`src/rtl/alu_muldiv_seq_pkg.sv`:
```
// Shared definitions for the iterative multiply/divide unit:
// funct codes seen by the decoder/ALU and the FSM state encoding.
package alu_muldiv_seq_pkg;

    localparam logic [5:0] F_MFHI  = 6'b010000;
    localparam logic [5:0] F_MTHI  = 6'b010001;
    localparam logic [5:0] F_MFLO  = 6'b010010;
    localparam logic [5:0] F_MTLO  = 6'b010011;
    localparam logic [5:0] F_MULT  = 6'b011000;
    localparam logic [5:0] F_MULTU = 6'b011001;
    localparam logic [5:0] F_DIV   = 6'b011010;
    localparam logic [5:0] F_DIVU  = 6'b011011;

    typedef enum logic [1:0] {
        S_IDLE = 2'd0,
        S_CALC = 2'd1,
        S_FIX  = 2'd2
    } state_t;

endpackage

```
`src/rtl/alu_muldiv_seq_muldiv_step.sv`:
```
// One iteration on {acc, q}: LSB-first shift-add for multiply,
// restoring shift-subtract for divide. Operands are magnitudes.
module muldiv_step #(
    parameter int NB_DATA = 32
) (
    input  logic               i_is_div,
    input  logic [NB_DATA-1:0] i_acc,
    input  logic [NB_DATA-1:0] i_q,
    input  logic [NB_DATA-1:0] i_b,
    output logic [NB_DATA-1:0] o_acc,
    output logic [NB_DATA-1:0] o_q
);

    logic [NB_DATA:0] w_sum;
    logic [NB_DATA:0] w_sh;
    logic [NB_DATA:0] w_diff;

    always_comb begin
        w_sum  = {1'b0, i_acc} + (i_q[0] ? {1'b0, i_b} : '0);
        w_sh   = {i_acc, i_q[NB_DATA-1]};
        w_diff = w_sh - {1'b0, i_b};
        o_acc  = '0;
        o_q    = '0;
        if (i_is_div) begin
            // borrow out means the trial subtract failed: restore
            if (w_diff[NB_DATA]) begin
                o_acc = w_sh[NB_DATA-1:0];
                o_q   = {i_q[NB_DATA-2:0], 1'b0};
            end else begin
                o_acc = w_diff[NB_DATA-1:0];
                o_q   = {i_q[NB_DATA-2:0], 1'b1};
            end
        end else begin
            o_acc = w_sum[NB_DATA:1];
            o_q   = {w_sum[0], i_q[NB_DATA-1:1]};
        end
    end

endmodule

```
`src/rtl/alu_muldiv_seq.sv`:
```
// Iterative MULT/MULTU/DIV/DIVU unit with architectural HI/LO,
// plus single-cycle MTHI/MTLO. Busy is signalled by o_ready low.
module alu_muldiv_seq
    import alu_muldiv_seq_pkg::*;
#(
    parameter int NB_DATA = 32,
    parameter int NB_OP   = 6
) (
    input  logic               i_clk,
    input  logic               i_reset,
    input  logic               i_valid,
    input  logic [NB_OP-1:0]   i_op,
    input  logic [NB_DATA-1:0] i_data_a,
    input  logic [NB_DATA-1:0] i_data_b,
    output logic               o_ready,
    output logic               o_done,
    output logic [NB_DATA-1:0] o_hi,
    output logic [NB_DATA-1:0] o_lo
);

    localparam int NB_CNT = $clog2(NB_DATA);
    localparam logic [NB_CNT-1:0] CNT_LAST = NB_CNT'(NB_DATA - 1);

    state_t r_state;
    state_t w_next;

    logic [NB_DATA-1:0]   r_acc;
    logic [NB_DATA-1:0]   r_q;
    logic [NB_DATA-1:0]   r_b;
    logic [NB_CNT-1:0]    r_cnt;
    logic                 r_is_div;
    logic                 r_neg_q;
    logic                 r_neg_r;
    logic                 r_div0;
    logic                 r_done;
    logic [NB_DATA-1:0]   r_hi;
    logic [NB_DATA-1:0]   r_lo;

    logic                 w_accept;
    logic                 w_start;
    logic                 w_signed;
    logic                 w_div_op;
    logic                 w_a_neg;
    logic                 w_b_neg;
    logic [NB_DATA-1:0]   w_a_mag;
    logic [NB_DATA-1:0]   w_b_mag;
    logic [NB_DATA-1:0]   w_step_acc;
    logic [NB_DATA-1:0]   w_step_q;
    logic [NB_DATA-1:0]   w_quo;
    logic [NB_DATA-1:0]   w_rem;
    logic [2*NB_DATA-1:0] w_prod;

    assign w_accept = i_valid & o_ready;

    always_comb begin
        w_start  = 1'b0;
        w_signed = 1'b0;
        w_div_op = 1'b0;
        case (i_op)
            F_MULT: begin
                w_start  = 1'b1;
                w_signed = 1'b1;
            end
            F_MULTU: w_start = 1'b1;
            F_DIV: begin
                w_start  = 1'b1;
                w_signed = 1'b1;
                w_div_op = 1'b1;
            end
            F_DIVU: begin
                w_start  = 1'b1;
                w_div_op = 1'b1;
            end
            default: ;
        endcase
    end

    assign w_a_neg = w_signed & i_data_a[NB_DATA-1];
    assign w_b_neg = w_signed & i_data_b[NB_DATA-1];
    assign w_a_mag = w_a_neg ? -i_data_a : i_data_a;
    assign w_b_mag = w_b_neg ? -i_data_b : i_data_b;

    muldiv_step #(
        .NB_DATA (NB_DATA)
    ) u_step (
        .i_is_div (r_is_div),
        .i_acc    (r_acc),
        .i_q      (r_q),
        .i_b      (r_b),
        .o_acc    (w_step_acc),
        .o_q      (w_step_q)
    );

    assign w_prod = r_neg_q ? -{r_acc, r_q} : {r_acc, r_q};
    assign w_quo  = r_neg_q ? -r_q : r_q;
    assign w_rem  = r_neg_r ? -r_acc : r_acc;

    always_ff @(posedge i_clk) begin
        if (i_reset) r_state <= S_IDLE;
        else         r_state <= w_next;
    end

    always_comb begin
        w_next = r_state;
        case (r_state)
            S_IDLE:  if (w_accept && w_start) w_next = S_CALC;
            S_CALC:  if (r_cnt == CNT_LAST) w_next = S_FIX;
            S_FIX:   w_next = S_IDLE;
            default: w_next = S_IDLE;
        endcase
    end

    always_comb begin
        o_ready = (r_state == S_IDLE);
    end

    always_ff @(posedge i_clk) begin
        if (i_reset) begin
            r_acc    <= '0;
            r_q      <= '0;
            r_b      <= '0;
            r_cnt    <= '0;
            r_is_div <= 1'b0;
            r_neg_q  <= 1'b0;
            r_neg_r  <= 1'b0;
            r_div0   <= 1'b0;
            r_done   <= 1'b0;
            r_hi     <= '0;
            r_lo     <= '0;
        end else begin
            r_done <= 1'b0;
            case (r_state)
                S_IDLE: if (w_accept) begin
                    if (w_start) begin
                        r_acc    <= '0;
                        r_q      <= w_a_mag;
                        r_b      <= w_b_mag;
                        r_cnt    <= '0;
                        r_is_div <= w_div_op;
                        r_neg_q  <= w_a_neg ^ w_b_neg;
                        r_neg_r  <= w_a_neg;
                        r_div0   <= (i_data_b == '0);
                    end else if (i_op == F_MTHI) begin
                        r_hi <= i_data_a;
                    end else if (i_op == F_MTLO) begin
                        r_lo <= i_data_a;
                    end
                end
                S_CALC: begin
                    r_acc <= w_step_acc;
                    r_q   <= w_step_q;
                    r_cnt <= r_cnt + 1'b1;
                end
                S_FIX: begin
                    r_done <= 1'b1;
                    // divide by zero: remainder already equals the dividend
                    if (r_is_div) begin
                        r_hi <= w_rem;
                        r_lo <= r_div0 ? '1 : w_quo;
                    end else begin
                        {r_hi, r_lo} <= w_prod;
                    end
                end
                default: ;
            endcase
        end
    end

    assign o_done = r_done;
    assign o_hi   = r_hi;
    assign o_lo   = r_lo;

endmodule

```
`config.mk`:
```
export PLATFORM = sky130hd
export DESIGN_NAME = alu_muldiv_seq
export DESIGN_NICKNAME = d
export VERILOG_FILES = /design/src/rtl/alu_muldiv_seq_pkg.sv /design/src/rtl/alu_muldiv_seq_muldiv_step.sv /design/src/rtl/alu_muldiv_seq.sv
export SDC_FILE = /design/constraint.sdc
export NUM_CORES = 1
export LEC_CHECK = 0
export BUFFER_PORTS_ARGS = -buffer_cell sky130_fd_sc_hd__buf_2
export CORE_MARGIN = 3
export CORE_UTILIZATION = 61
export DETAILED_ROUTE_END_ITERATION = 10
export GPL_ROUTABILITY_DRIVEN = 1
export PLACE_DENSITY = 0.83
export SYNTH_ARGS = -nofsm -noshare
export SYNTH_HDL_FRONTEND = slang
export SYNTH_SLANG_ARGS = --single-unit
```
`constraint.sdc`:
```
create_clock -name i_clk -period 4.2 [get_ports i_clk]
set_input_delay 0.42 -clock i_clk [delete_from_list [all_inputs] [get_ports i_clk]]
set_output_delay 0.42 -clock i_clk [all_outputs]
set_load 0.02 [all_outputs]
```
==> out/results.ini <==
[layout]
fin_area_sq_um=15800
multi_input_area_sq_um=10000
drive_above_1_share_pct=13.0
nFillCells=1981
nets=2126
final_cell_mix=nor2_1, nand2_1, dfxtp_1
syn2layout_area_growth_pct=11.0
seq_area_sq_um=3440
final_common_cell=nor2_1

[critical_path]
worst_setup_path_end_kind=flop
worstPathArrival_ns=4.20
crit_start=r_q[0]$_SDFFE_PP0P_
path_class=flop to flop
crit_fanout=15
start_kind=flop
timing.rr.start=r_q[0]$_SDFFE_PP0P_
required_ns=4.53

[global_routing]
grt_util_all_layers_pct=36.8
grt-ovfl-total=0
grt_pass1_vias=14100
grt_max_degree=63
grt_pass1_wl_um=74200
antenna_found_initial=0

[floorplanning]
rows=55
initial_core_util_pct=62.4
fp.dieW_um=159
io_pins=139
dieArea_sq_um=25200
die_h_um=159
core_region_area_sq_um=22800

[routing]
ant_nets=0
viasPerCell=6.65
drc=0
firstDrtPassIters=8
drtIter0Drc=1603
wl_per_cell_um=20.5
totalWireLength_um=47300
vias=15300

[placement]
place_congestion=0.973
pre_cts_ws_ns=0.320
hpwl_um=35300
dpl-instance-area_sq_um=15100
port_buffers=138

[logic_synthesis]
ys.flop_type=dfxtp_1
synth_fa_ha_area_share_pct=6.44
synth-compound-area-share_pct=28.6
synthCells=1903
synth-simple-area-share_pct=22.1
ys_async_sr_fraction_pct=0
syn_area_sq_um=14200
synth_xor_area_share_pct=9.61
synthesis.nets=2048
yosys_register_bits=172
synthMuxAreaShare_pct=3.77
synth_edf_count=0
synth_top_family_by_area=compound AO/OA/AOI/OAI gates
yosysSeqAreaShare_pct=24.2
postSynthAreaPerCell_sq_um=7.47
synth.distinct_cells=85
synth-warning-count=0

[clock_tree]
h-tree-depth=4
insertion_delay_ns=0.45
clock_tree.root_cell=clkbuf_16
cts_sinks=172
cts_buffers=17
cts_tree=yes
clockBufferDepth=2
clk_pin_slew_ns=0.08

[sta]
max_freq_ghz=0.258
period_minus_slack_ns=3.87
setup_viol_count_final=0
maxSlewHeadroom_pct=25.0
slew_viol_final=0
worst_slack_ns=0.328
worst_clock_skew_ns=0.0179
hold_viol=0
fin_crit_sh_pct=92.2
rsz0062_at_grt=false
tns_ns=0
worst_pin_slew_ns=1.12

[worst_hold_path]
hold_start=i_op[1]
holdCritPathClass=primary input to flop

[run_status]
status=finished, final reports clean

[pwr]
power_density_nw_per_um2=261
p_leak_nw=6.34
peakVddDrop_mv=0.258

[flow_run]
maxCapViolations=0

-- power by group --
group | leakage, nW | switching [W] | internal [W] | total, W
clock | 0.305 | 0.000824 | 0.000868 | 0.00169
sequential | 1.39 | 0.0000309 | 0.00165 | 0.00168
combinational | 4.65 | 0.000466 | 0.000273 | 0.000739
-- cell families (layout without fill, tap and decap cells) --
group	after synthesis	in the layout
adders and majority gates	72	72
muxes	53	53
DFF	172	172
and+or+nand+nor	656	656
buffers and inverters	187	278
AOI/OAI and AO/OA	607	607
other	0	1
xor gates and xnor gates	156	156
-- flip-flops by register name, indices dropped and copies added, names as in the netlist --
register  flops
o_lo         32
o_done        1
r_q          32
r_state       2
r_neg_r       1
r_cnt         5
r_acc        32
r_neg_q       1
r_b          32
r_div0        1
o_hi         32
r_is_div      1
-- layer usage --
metal / share of wire [%] / wire (um) / GRT usage (%) / vias up
met4: 5.2 / 2450 / 18.5 / 0
met3: 9.8 / 4610 / 6.03 / 185
met1: 39 / 18500 / 46.7 / 7111
li1: - / - / - / 7159
met2: 46 / 21700 / 60.6 / 889
met5: 0 / 0 / 0 / -
-- Yosys cell counts, drive strengths merged, types with 8 or more instances --
cell	instances	area share, %
nor4	12	0.83
nor2b	10	0.44
nand3	32	1.1
o21ai	99	3.5
a21o	32	1.7
inv	61	1.6
a311oi	21	1.3
o31ai	27	1.4
nor2	228	6.1
a2111oi	13	0.81
a31oi	10	0.44
a211oi	89	4.7
xnor2	65	4.0
or3	23	1.0
and2	11	0.48
or4	14	0.85
o211ai	27	1.4
xor2	91	5.6
and3	18	0.79
ha	70	6.2
dfxtp	172	24
buf	26	1.0
mux2i	49	3.5
a22oi	14	0.74
clkbuf	100	2.7
nand4	18	0.84
nor3b	8	0.46
nand2b	19	0.89
o221ai	26	1.6
nand2	187	4.9
a21oi	168	5.9
o41ai	18	1.2
nor3	49	1.8
-- worst max-delay path, cell delays in order, from the launching register on --
cell,delay (ns)
dfxtp_1,0.52
clkinvlp_4,0.13
buf_4,0.20
nor2_1,0.11
ha_1,0.29
and3_1,0.23
and4_1,0.22
a221oi_1,0.29
nand2_1,0.19
a41oi_1,0.46
o21ai_0,0.27
o32ai_1,0.35
xor2_1,0.10
a2111oi_0,0.38
-- layout make-up --
class | count | area share, %
tap | 313 | 2.48
clock buffer | 17 | 2.70
clock inverter | 15 | 1.25
antenna | 1 | 0.0159
timing repair buffer | 185 | 6.63
multi-input combinational | 1544 | 63.6
inverter | 61 | 1.47
sequential | 172 | 21.8
-- through the flow --
stage                     util [%]  hold WS (ns)  power (W)  instances
after floorplan                  -         0.439    0.00220       1903
after global placement        66.3         0.435    0.00242       2270
after detailed placement      66.3         0.441    0.00243       2270
after CTS                     69.1         0.255    0.00408       2302
after global routing          69.3         0.257    0.00424       2307
final                         69.3         0.268    0.00411       2308
-- repair_timing --
item,in CTS,in global routing
endpoints found under the setup margin,0,3
gates resized for setup,0,2
setup buffers,0,5
hold buffers,0,0
-- path summary, 6_finish.rpt --
path / endpoint / slack [ns] / depth (start not counted)
min reg2reg: o_lo[20]$_SDFFE_PP0P_ / 0.45 / 2
min: r_is_div$_SDFFE_PP0P_ / 0.27 / 3
max: r_acc[30]$_SDFFE_PP0P_ / 0.33 / 13
max reg2reg: r_acc[30]$_SDFFE_PP0P_ / 0.33 / 13
(Power assumes the default switching activity.)
